[config.mk]
export PLATFORM = sky130hd
export DESIGN_NAME = mandel_pixel_scheduler
export DESIGN_NICKNAME = d
export VERILOG_FILES = /design/src/rtl/mandel_pkg.sv /design/src/rtl/mandel_rr_pick.sv /design/src/rtl/mandel_pixel_scheduler.sv
export SDC_FILE = /design/constraint.sdc
export NUM_CORES = 1
export LEC_CHECK = 0
export CORE_AREA = 2 2 213 215
export CTS_BUF_LIST = sky130_fd_sc_hd__clkbuf_8
export DETAILED_ROUTE_END_ITERATION = 8
export DIE_AREA = 0 0 215 217
export PLACE_DENSITY = 0.75
export SLEW_MARGIN = 10
export SYNTH_ARGS = -nofsm -noshare
export SYNTH_HDL_FRONTEND = slang
export SYNTH_SLANG_ARGS = --single-unit
[constraint.sdc]
create_clock -name clk -period 12.1 [get_ports clk]
set_clock_uncertainty 0.05 [all_clocks]
set_input_delay 1.815 -clock clk [delete_from_list [all_inputs] [get_ports clk]]
set_output_delay 1.815 -clock clk [all_outputs]
set_load 0.01 [all_outputs]
[src/rtl/mandel_pkg.sv]
// mandel_pkg: shared fixed-point coordinate type, scheduler FSM states and iteration-count width
package mandel_pkg;
    localparam int COORD_W = 32;
    localparam int FRAC_W = 24;
    localparam int ITER_W = 10;
    localparam logic [COORD_W-1:0] FX_ONE = COORD_W'(1) << FRAC_W;
    typedef logic signed [COORD_W-1:0] coord_t;
    typedef enum logic [1:0] {S_IDLE, S_DISPATCH, S_DRAIN, S_DONE} state_t;
endpackage

[src/rtl/mandel_rr_pick.sv]
// mandel_rr_pick: grants the first requester at or after ptr, wrapping modulo N
module mandel_rr_pick #(
    parameter int N = 4,
    localparam int W = N > 1 ? $clog2(N) : 1
) (
    input  logic [N-1:0] req,
    input  logic [W-1:0] ptr,
    output logic [N-1:0] grant,
    output logic [W-1:0] idx,
    output logic         valid
);
    // Walk offsets from farthest to nearest so the nearest requester wins last.
    always_comb begin
        grant = '0;
        idx = '0;
        valid = |req;
        for (int k = N - 1; k >= 0; k--) begin
            for (int i = 0; i < N; i++) begin
                if (req[i] && i == (int'(ptr) + k) % N) begin
                    grant = '0;
                    grant[i] = 1'b1;
                    idx = W'(i);
                end
            end
        end
    end
endmodule

[src/rtl/mandel_pixel_scheduler.sv]
// mandel_pixel_scheduler: raster-order pixel dispatch to a pool of Mandelbrot engines,
// with per-engine result slots drained round-robin into (address, iteration) writes.
module mandel_pixel_scheduler #(
    parameter int BIT_WIDTH = mandel_pkg::COORD_W,
    parameter int FRAC_BITS = mandel_pkg::FRAC_W,
    parameter int NUM_ENGINES = 4,
    parameter int H_RES = 640,
    parameter int V_RES = 480,
    parameter int ITER_W = mandel_pkg::ITER_W,
    localparam int ADDR_W = $clog2(H_RES * V_RES),
    localparam int EID_W = NUM_ENGINES > 1 ? $clog2(NUM_ENGINES) : 1
) (
    input  logic                          clk,
    input  logic                          rst,
    input  logic                          frame_start,
    input  logic [BIT_WIDTH-1:0]          x_min,
    input  logic [BIT_WIDTH-1:0]          y_max,
    input  logic [BIT_WIDTH-1:0]          step,
    output logic                          frame_busy,
    output logic                          frame_done,
    output logic [NUM_ENGINES-1:0]        eng_start,
    output logic [BIT_WIDTH-1:0]          eng_c_re,
    output logic [BIT_WIDTH-1:0]          eng_c_im,
    input  logic [NUM_ENGINES-1:0]        eng_idle,
    input  logic [NUM_ENGINES-1:0]        eng_done,
    input  logic [NUM_ENGINES*ITER_W-1:0] eng_iter,
    output logic                          pix_valid,
    input  logic                          pix_ready,
    output logic [ADDR_W-1:0]             pix_addr,
    output logic [ITER_W-1:0]             pix_iter
);
    import mandel_pkg::*;

    localparam int NPIX = H_RES * V_RES;
    localparam int COL_W = H_RES > 1 ? $clog2(H_RES) : 1;

    state_t state, state_n;
    logic [BIT_WIDTH-1:0] xmin_q, step_q, c_re, c_im;
    logic [BIT_WIDTH-1:0] cur_re, cur_im, cur_step, base_re;
    logic [COL_W-1:0] col, cur_col;
    logic [ADDR_W-1:0] addr, cur_addr, drain_addr;
    logic [ITER_W-1:0] drain_iter;
    logic [NUM_ENGINES-1:0] inflight, slot_full, cap, disp_req, disp_gnt, drain_req, drain_gnt;
    logic [EID_W-1:0] rr_disp, rr_drain, disp_idx, drain_idx;
    logic disp_vld, drain_vld, launch, drain_fire, last_pix, col_wrap, drained;
    logic [ADDR_W-1:0] tag [NUM_ENGINES];
    logic [ADDR_W-1:0] slot_addr [NUM_ENGINES];
    logic [ITER_W-1:0] slot_iter [NUM_ENGINES];

    function automatic logic [EID_W-1:0] nxt(input logic [EID_W-1:0] i);
        return i == EID_W'(NUM_ENGINES - 1) ? '0 : i + EID_W'(1);
    endfunction

    mandel_rr_pick #(.N(NUM_ENGINES)) u_disp_pick (
        .req(disp_req), .ptr(rr_disp), .grant(disp_gnt), .idx(disp_idx), .valid(disp_vld)
    );

    mandel_rr_pick #(.N(NUM_ENGINES)) u_drain_pick (
        .req(drain_req), .ptr(rr_drain), .grant(drain_gnt), .idx(drain_idx), .valid(drain_vld)
    );

    // The launching cycle dispatches straight from the frame inputs, so the first
    // eng_start follows frame_start by one cycle.
    always_comb begin
        launch = state == S_IDLE && frame_start;
        cur_re = launch ? x_min : c_re;
        cur_im = launch ? y_max : c_im;
        cur_step = launch ? step : step_q;
        base_re = launch ? x_min : xmin_q;
        cur_col = launch ? '0 : col;
        cur_addr = launch ? '0 : addr;
        col_wrap = cur_col == COL_W'(H_RES - 1);
        last_pix = cur_addr == ADDR_W'(NPIX - 1);
        disp_req = (launch || state == S_DISPATCH) ? eng_idle & ~inflight & ~slot_full : '0;
        cap = eng_done & inflight;
        drain_req = slot_full | cap;
        drain_fire = drain_vld && (!pix_valid || pix_ready);
        drained = inflight == '0 && slot_full == '0 && !pix_valid;
        state_n = state == S_DONE ? S_IDLE :
                  state == S_DRAIN ? (drained ? S_DONE : S_DRAIN) :
                  (disp_vld && last_pix) ? S_DRAIN :
                  (launch || state == S_DISPATCH) ? S_DISPATCH : S_IDLE;
    end

    // A just-completing engine bypasses its slot, giving one-cycle result latency.
    always_comb begin
        drain_addr = '0;
        drain_iter = '0;
        for (int i = 0; i < NUM_ENGINES; i++) begin
            if (drain_gnt[i]) begin
                drain_addr = slot_full[i] ? slot_addr[i] : tag[i];
                drain_iter = slot_full[i] ? slot_iter[i] : eng_iter[i*ITER_W +: ITER_W];
            end
        end
    end

    always_ff @(posedge clk) begin
        if (rst) begin
            state <= S_IDLE;
            frame_busy <= 1'b0;
            frame_done <= 1'b0;
            eng_start <= '0;
            eng_c_re <= '0;
            eng_c_im <= '0;
            pix_valid <= 1'b0;
            pix_addr <= '0;
            pix_iter <= '0;
            inflight <= '0;
            slot_full <= '0;
            rr_disp <= '0;
            rr_drain <= '0;
            xmin_q <= '0;
            step_q <= '0;
            c_re <= '0;
            c_im <= '0;
            col <= '0;
            addr <= '0;
        end else begin
            state <= state_n;
            frame_busy <= state_n == S_DISPATCH || state_n == S_DRAIN;
            frame_done <= state_n == S_DONE;
            eng_start <= disp_vld ? disp_gnt : '0;
            inflight <= (inflight & ~cap) | (disp_vld ? disp_gnt : '0);
            slot_full <= (slot_full | cap) & ~(drain_fire ? drain_gnt : '0);
            if (launch) begin
                xmin_q <= x_min;
                step_q <= step;
            end
            if (disp_vld) begin
                eng_c_re <= cur_re;
                eng_c_im <= cur_im;
                rr_disp <= nxt(disp_idx);
                addr <= cur_addr + ADDR_W'(1);
                col <= col_wrap ? '0 : cur_col + COL_W'(1);
                c_re <= col_wrap ? base_re : cur_re + cur_step;
                c_im <= col_wrap ? cur_im - cur_step : cur_im;
            end else if (launch) begin
                c_re <= x_min;
                c_im <= y_max;
                col <= '0;
                addr <= '0;
            end
            if (drain_fire) begin
                pix_valid <= 1'b1;
                pix_addr <= drain_addr;
                pix_iter <= drain_iter;
                rr_drain <= nxt(drain_idx);
            end else if (pix_ready) begin
                pix_valid <= 1'b0;
            end
        end
    end

    always_ff @(posedge clk) begin
        for (int i = 0; i < NUM_ENGINES; i++) begin
            if (disp_vld && disp_gnt[i]) tag[i] <= cur_addr;
            if (cap[i]) begin
                slot_addr[i] <= tag[i];
                slot_iter[i] <= eng_iter[i*ITER_W +: ITER_W];
            end
        end
    end
endmodule

==> metrics.md, run 1 <==
| Metric | Value |
|---|---|
| Arrival time worst endpoint | `6.53 ns` |
| Worst Setup End Kind | `register` |
| Seq/Total Area, Yosys | `0.511` |
| Layout net count | `2675` |
| Global route overflow | `0` |
| Residual DRC count | `0` |
| Power Density | `154 nW/um^2` |
| Max-Slew Margin vs Limit | `0.191` |
| Placed wire-length estimate | `42000 um` |
| Vias | `18000` |
| CTS root buffer | `clkbuf_8` |
| Worst-Margin Slew | `1.21 ns` |
| First-pass GRT wire length | `96800 um` |
| Initial cell density of the core | `0.490` |
| Worst EP required | `12.62 ns` |
| Syn_area_per_cell | `9.73 sq um` |
| Core area | `44700 sq um` |
| Post-Route WL | `62500 um` |
| Run status | `finished, final reports clean` |
| Hold slack final | `0.382 ns` |
| PortBufs | `247` |
| H-tree depth | `3` |
| TritonCTS clock tree | `yes` |
| Pre-CTS WS | `5.53 ns` |
| Die footprint | `46700 sq um` |
| Max-cap violations | `0` |
| Vias in the first global route | `18000` |
| Synthesized area | `21900 sq um` |
| Clk_lat worst skew | `0.69 ns` |
| Initial antenna violation count | `2` |
| CP Class | `input pin to register` |
| Die Ht | `217 um` |
| Post-CTS setup buffers | `0` |
| Gr usage total | `0.263` |
| Synth async-reset ratio | `0` |
| Die W | `215 um` |
| Final hold viol count | `0` |
| Syn nets | `2466` |
| Setup-failing EPs final | `0` |
| Startpoint types | `input pin` |
| Critical path fanouts, max | `58` |
| Synth-to-Final Area Change | `20.5%` |
| Max Clock Freq | `166 MHz` |
| DRT iter0 DRCs | `1376` |
| Clk sinks | `463` |
| Post-layout min period | `6.01 ns` |
| Max Root-Sink Buffers | `3` |
| Peak VDD IR | `0.0000885 V` |
| Reg clk slew, reported paths | `0.06 ns` |
| Routed WL per cell | `20.0 um` |
| RSZ-0062 raised after global routing | `no` |
| Most used DFF post-synth | `dfxtp_1` |
| Post-CTS Resized | `0` |
| Cts-stage hold buffer count | `0` |
| Setup WS post-layout | `6.09 ns` |
| First-pass iteration count of the detailed router | `8` |
| Placer Congestion | `0.903` |
| Ports | `248` |
| Yosys warning total | `0` |
| Yosys reg bits | `463` |
| Max Slew Vio Count | `0` |
| HP Class | `register to register` |
| Layout cells sized above 1 | `0.0628` |
| Vias/cell | `5.76` |
| Static leakage | `0.0103 uW` |
| DRT antenna net count | `0` |
| Final worst-path cycle share | `0.497` |
| Unique cell type count in the Yosys netlist | `71` |
| Largest net degree at the start of global routing | `158` |
| Final setup TNS | `0 ns` |
| EDFF count, synth | `192` |
| # rows | `78` |
| Gate Count Post-Synth | `2251` |
| Cts bufs inserted | `77` |
final timing paths:
path                     from         endpoint  slack, ns  depth (start not counted)
setup / recovery  frame_start         c_re[24]       6.09                         18
hold / removal      tag[3][5]  slot_addr[3][5]       0.38                          0
setup reg to reg     state[0]         c_re[24]       7.37                         16
hold reg to reg     tag[3][5]  slot_addr[3][5]       0.38                          0
routing by layer:
metal  GRT usage  vias up  routed length, um
li1            -     8496                  -
met1       0.326     8671              26000
met2       0.450      642              30300
met3      0.0423      140               3850
met4       0.124        2               2340
met5           0        -                 11
Yosys cell counts (all sizes together) (29+ instances only):
cell | instances | area, sq um
o22ai | 31 | 194
and2 | 49 | 307
nand3 | 31 | 155
a21o | 40 | 300
o21ai | 58 | 290
a211oi | 80 | 601
ha | 65 | 813
nor2 | 292 | 1100
mux2i | 168 | 1680
nor3 | 102 | 526
a21oi | 163 | 827
xor2 | 29 | 254
nand2 | 207 | 777
a211o | 32 | 280
dfxtp | 271 | 5430
clkbuf | 116 | 435
inv | 78 | 293
xnor2 | 39 | 342
edfxtp | 192 | 5770
cell type report:
cell class	count	area, sq um
well taps	600	751
multi-input cells	1576	9950
inverters	78	293
repair buffers	264	2620
fillers	3840	18300
diodes	1	2.50
flip-flops and latches	463	11200
clock buffers	93	1280
clock inverters	43	312
layout by cell type (no fill, tap or decap), types with 6 or more instances in the layout:
cell	instances
nor2_1	291
dfxtp_1	267
clkdlybuf4s50_1	246
nand2_1	206
edfxtp_1	192
mux2i_1	168
a21oi_1	161
nor3_1	99
inv_1	98
clkbuf_8	94
a211oi_1	80
ha_1	65
and2_1	47
o21ai_0	44
a21o_1	40
xnor2_1	39
a211o_1	32
nand3_1	31
o22ai_1	31
xor2_1	29
a31oi_1	19
nand2b_1	16
buf_4	16
nand4_1	14
o21ai_1	13
nor2b_1	12
and3_1	12
o21a_1	12
o211ai_1	11
or3_1	11
clkinv_2	8
a21boi_0	7
o21bai_1	6
flip-flops by register name, summed over array words and instances (netlist names), 2 cells and up:
register,flops
addr,19
slot_full,4
state,2
step_q,32
pix_iter,10
c_im,32
eng_c_im,32
tag,76
eng_start,4
c_re,32
inflight,4
slot_iter,40
rr_disp,2
pix_addr,19
slot_addr,76
col,10
eng_c_re,32
rr_drain,2
xmin_q,32
cells by family (layout without fill, tap and decap cells):
| family | count (synthesis) | count (layout) | share of synthesized area |
|---|---|---|---|
| simple gates | 775 | 775 | 0.160 |
| compound gates | 496 | 496 | 0.148 |
| flops | 463 | 463 | 0.511 |
| buf+inv | 212 | 478 | 0.0371 |
| mux | 170 | 170 | 0.0778 |
| xor+xnor | 68 | 68 | 0.0272 |
| fa+ha+maj | 67 | 67 | 0.0390 |
| other cells | 0 | 1 | 0 |
power breakdown:
part,switching [uW],internal (uW),leakage (uW)
Clock,662,771,0.000892
Combinational,490,349,0.00544
Sequential,53.1,1740,0.00398
metrics by stage:
stage,area [sq um],util,power (uW),instances
after floorplan,21900,-,2360,2251
after global placement,24800,0.555,2630,2981
after detailed placement,24800,0.555,2650,2981
after CTS,26400,0.591,4080,3117
after global routing,26400,0.591,4250,3118
final,26400,0.591,4060,3118
critical path, cell delays in order:
cell and delay, ns:
clkdlybuf4s50_1 0.54, nor3b_2 0.19, buf_4 0.61, and2_1 0.25, a21oi_1 0.07, inv_1 0.11
ha_1 0.21, inv_1 0.07, fa_1 0.40, nor2b_1 0.17, o2111ai_1 0.16, a31oi_1 0.41
a2111oi_2 0.19, o21a_1 0.26, o21ai_1 0.45, and4b_1 0.27, o21ai_1 0.07, a221oi_1 0.27
(Power assumes the default switching activity.)
==> run 2: changes to the inputs <==
==> constraint.sdc (replaced) <==
create_clock -name clk -period 5.8 [get_ports clk]
set_clock_uncertainty 0.05 [all_clocks]
set_input_delay 0.87 -clock clk [delete_from_list [all_inputs] [get_ports clk]]
set_output_delay 0.87 -clock clk [all_outputs]
set_load 0.01 [all_outputs]
==> run 2 against run 1 <==
  * Clock-buffer cell count shrank 2
  * Power grew 110%
  * Sequential share of layout area fell by 0.34 points
  * Critical path type unchanged
  * Largest power group unchanged
==> metrics.md, run 2 (synthesized netlist as in run 1, its figures left out) <==
| Metric | Value |
|---|---|
| Initial cell density of the core | `0.490` |
| Max-cap violations | `0` |
| Vias | `18000` |
| Worst-Margin Slew | `1.21 ns` |
| Clk sinks | `463` |
| # rows | `78` |
| PortBufs | `247` |
| Post-Route WL | `62300 um` |
| Placer Congestion | `0.937` |
| HP Class | `register to register` |
| Startpoint types | `input pin` |
| Hold slack final | `0.364 ns` |
| Reg clk slew, reported paths | `0.06 ns` |
| Die footprint | `46700 sq um` |
| Max-Slew Margin vs Limit | `0.191` |
| Static leakage | `0.0105 uW` |
| Worst EP required | `6.29 ns` |
| Final setup TNS | `0 ns` |
| Routed WL per cell | `19.8 um` |
| Worst Setup SP | `frame_start` |
| Layout net count | `2699` |
| Max Root-Sink Buffers | `3` |
| Post-layout min period | `4.81 ns` |
| DRT antenna net count | `0` |
| First-pass GRT wire length | `97300 um` |
| Gr usage total | `0.263` |
| Die Ht | `217 um` |
| Vias/cell | `5.73` |
| Max Slew Vio Count | `0` |
| Setup-failing EPs final | `0` |
| Placed wire-length estimate | `42600 um` |
| Run status | `finished, final reports clean` |
| First-pass iteration count of the detailed router | `5` |
| Final worst-path cycle share | `0.829` |
| TritonCTS clock tree | `yes` |
| Most common cell after layout, fill and taps aside | `nor2_1` |
| Post-CTS Resized | `0` |
| Cts-stage hold buffer count | `0` |
| CTS root buffer | `clkbuf_8` |
| Power Density | `318 nW/um^2` |
| Post-CTS setup buffers | `0` |
| Flop-to-flop setup slack | `1.32 ns` |
| Core area | `44700 sq um` |
| Ports | `248` |
| Final hold viol count | `0` |
| Layout cells sized above 1 | `0.0699` |
| Cts bufs inserted | `77` |
| Reg2Reg Launch Point | `state[0]` |
| H-tree depth | `3` |
| Largest registers | `slot_addr (76), tag (76), slot_iter (40)` |
| Max Clock Freq | `208 MHz` |
| DRT iter0 DRCs | `1426` |
| Die W | `215 um` |
| Residual DRC count | `0` |
| RSZ-0062 raised after global routing | `no` |
| Largest net degree at the start of global routing | `136` |
| Worst Setup End Kind | `register` |
| Clk_lat worst skew | `0.69 ns` |
| Global route overflow | `0` |
| Synth-to-Final Area Change | `21.5%` |
| Hold_sp | `tag[0][7]` |
| Most frequent cells in the layout | `291 x nor2_1, 267 x dfxtp_1, 246 x clkdlybuf4s50_1` |
| Peak VDD IR | `0.000187 V` |
| Critical path fanouts, max | `32` |
| Arrival time worst endpoint | `5.30 ns` |
| Initial antenna violation count | `1` |
| CP Class | `input pin to register` |
| Vias in the first global route | `18100` |
==> run 2: per-layer routing <==
layer | up-vias | wire length, um | global-route usage
met3 | 127 | 4090 | 0.0447
li1 | 8533 | - | -
met1 | 8656 | 26400 | 0.335
met5 | - | 0 | 0
met2 | 704 | 29600 | 0.441
met4 | 0 | 2140 | 0.117
==> run 2: worst paths after layout <==
kind	depth (start not counted)	to
worst max-delay path	17	c_re[24]
worst min-delay path	0	slot_addr[0][7]
worst max register to register	16	c_re[24]
worst min register to register	0	slot_addr[0][7]
==> run 2: through the flow <==
step | power [uW] | setup slack, ns | instances | utilization | area [sq um]
5_1_grt | 8850 | 0.685 | 3146 | 0.595 | 26600
6_report | 8470 | 0.993 | 3146 | 0.595 | 26600
3_3_place_gp | 5510 | 0.519 | 3005 | 0.560 | 25000
4_1_cts | 8520 | 1.12 | 3145 | 0.595 | 26600
2_1_floorplan | 4920 | 0.753 | 2251 | - | 21900
3_5_place_dp | 5550 | 0.423 | 3005 | 0.560 | 25000
==> run 2: area by class of cell <==
cell class / instances / area [sq um]
flip-flops and latches: 463 / 11200
diodes: 1 / 2.50
repair buffers: 288 / 2820
well taps: 600 / 751
multi-input cells: 1576 / 9950
inverters: 78 / 293
clock inverters: 49 / 348
fillers: 3863 / 18100
clock buffers: 91 / 1250
==> run 2: where the power goes <==
group          switching [uW]  total [uW]  internal, uW  leakage (uW)
Sequential                113        3740          3620       0.00398
Clock                    1370        2960          1590      0.000919
Combinational            1030        1770           747       0.00556
==> run 2: worst max-delay path: stages <==
cell	delay, ns
clkdlybuf4s50_1	0.46
or3b_4	0.64
buf_4	0.31
nand2_1	0.09
nand2_1	0.10
ha_1	0.20
inv_1	0.07
fa_1	0.40
nor2b_1	0.17
o2111ai_1	0.16
a31oi_1	0.39
a2111oi_2	0.15
o21a_1	0.25
o21ai_1	0.42
and4b_1	0.27
o21ai_1	0.07
a221oi_1	0.23
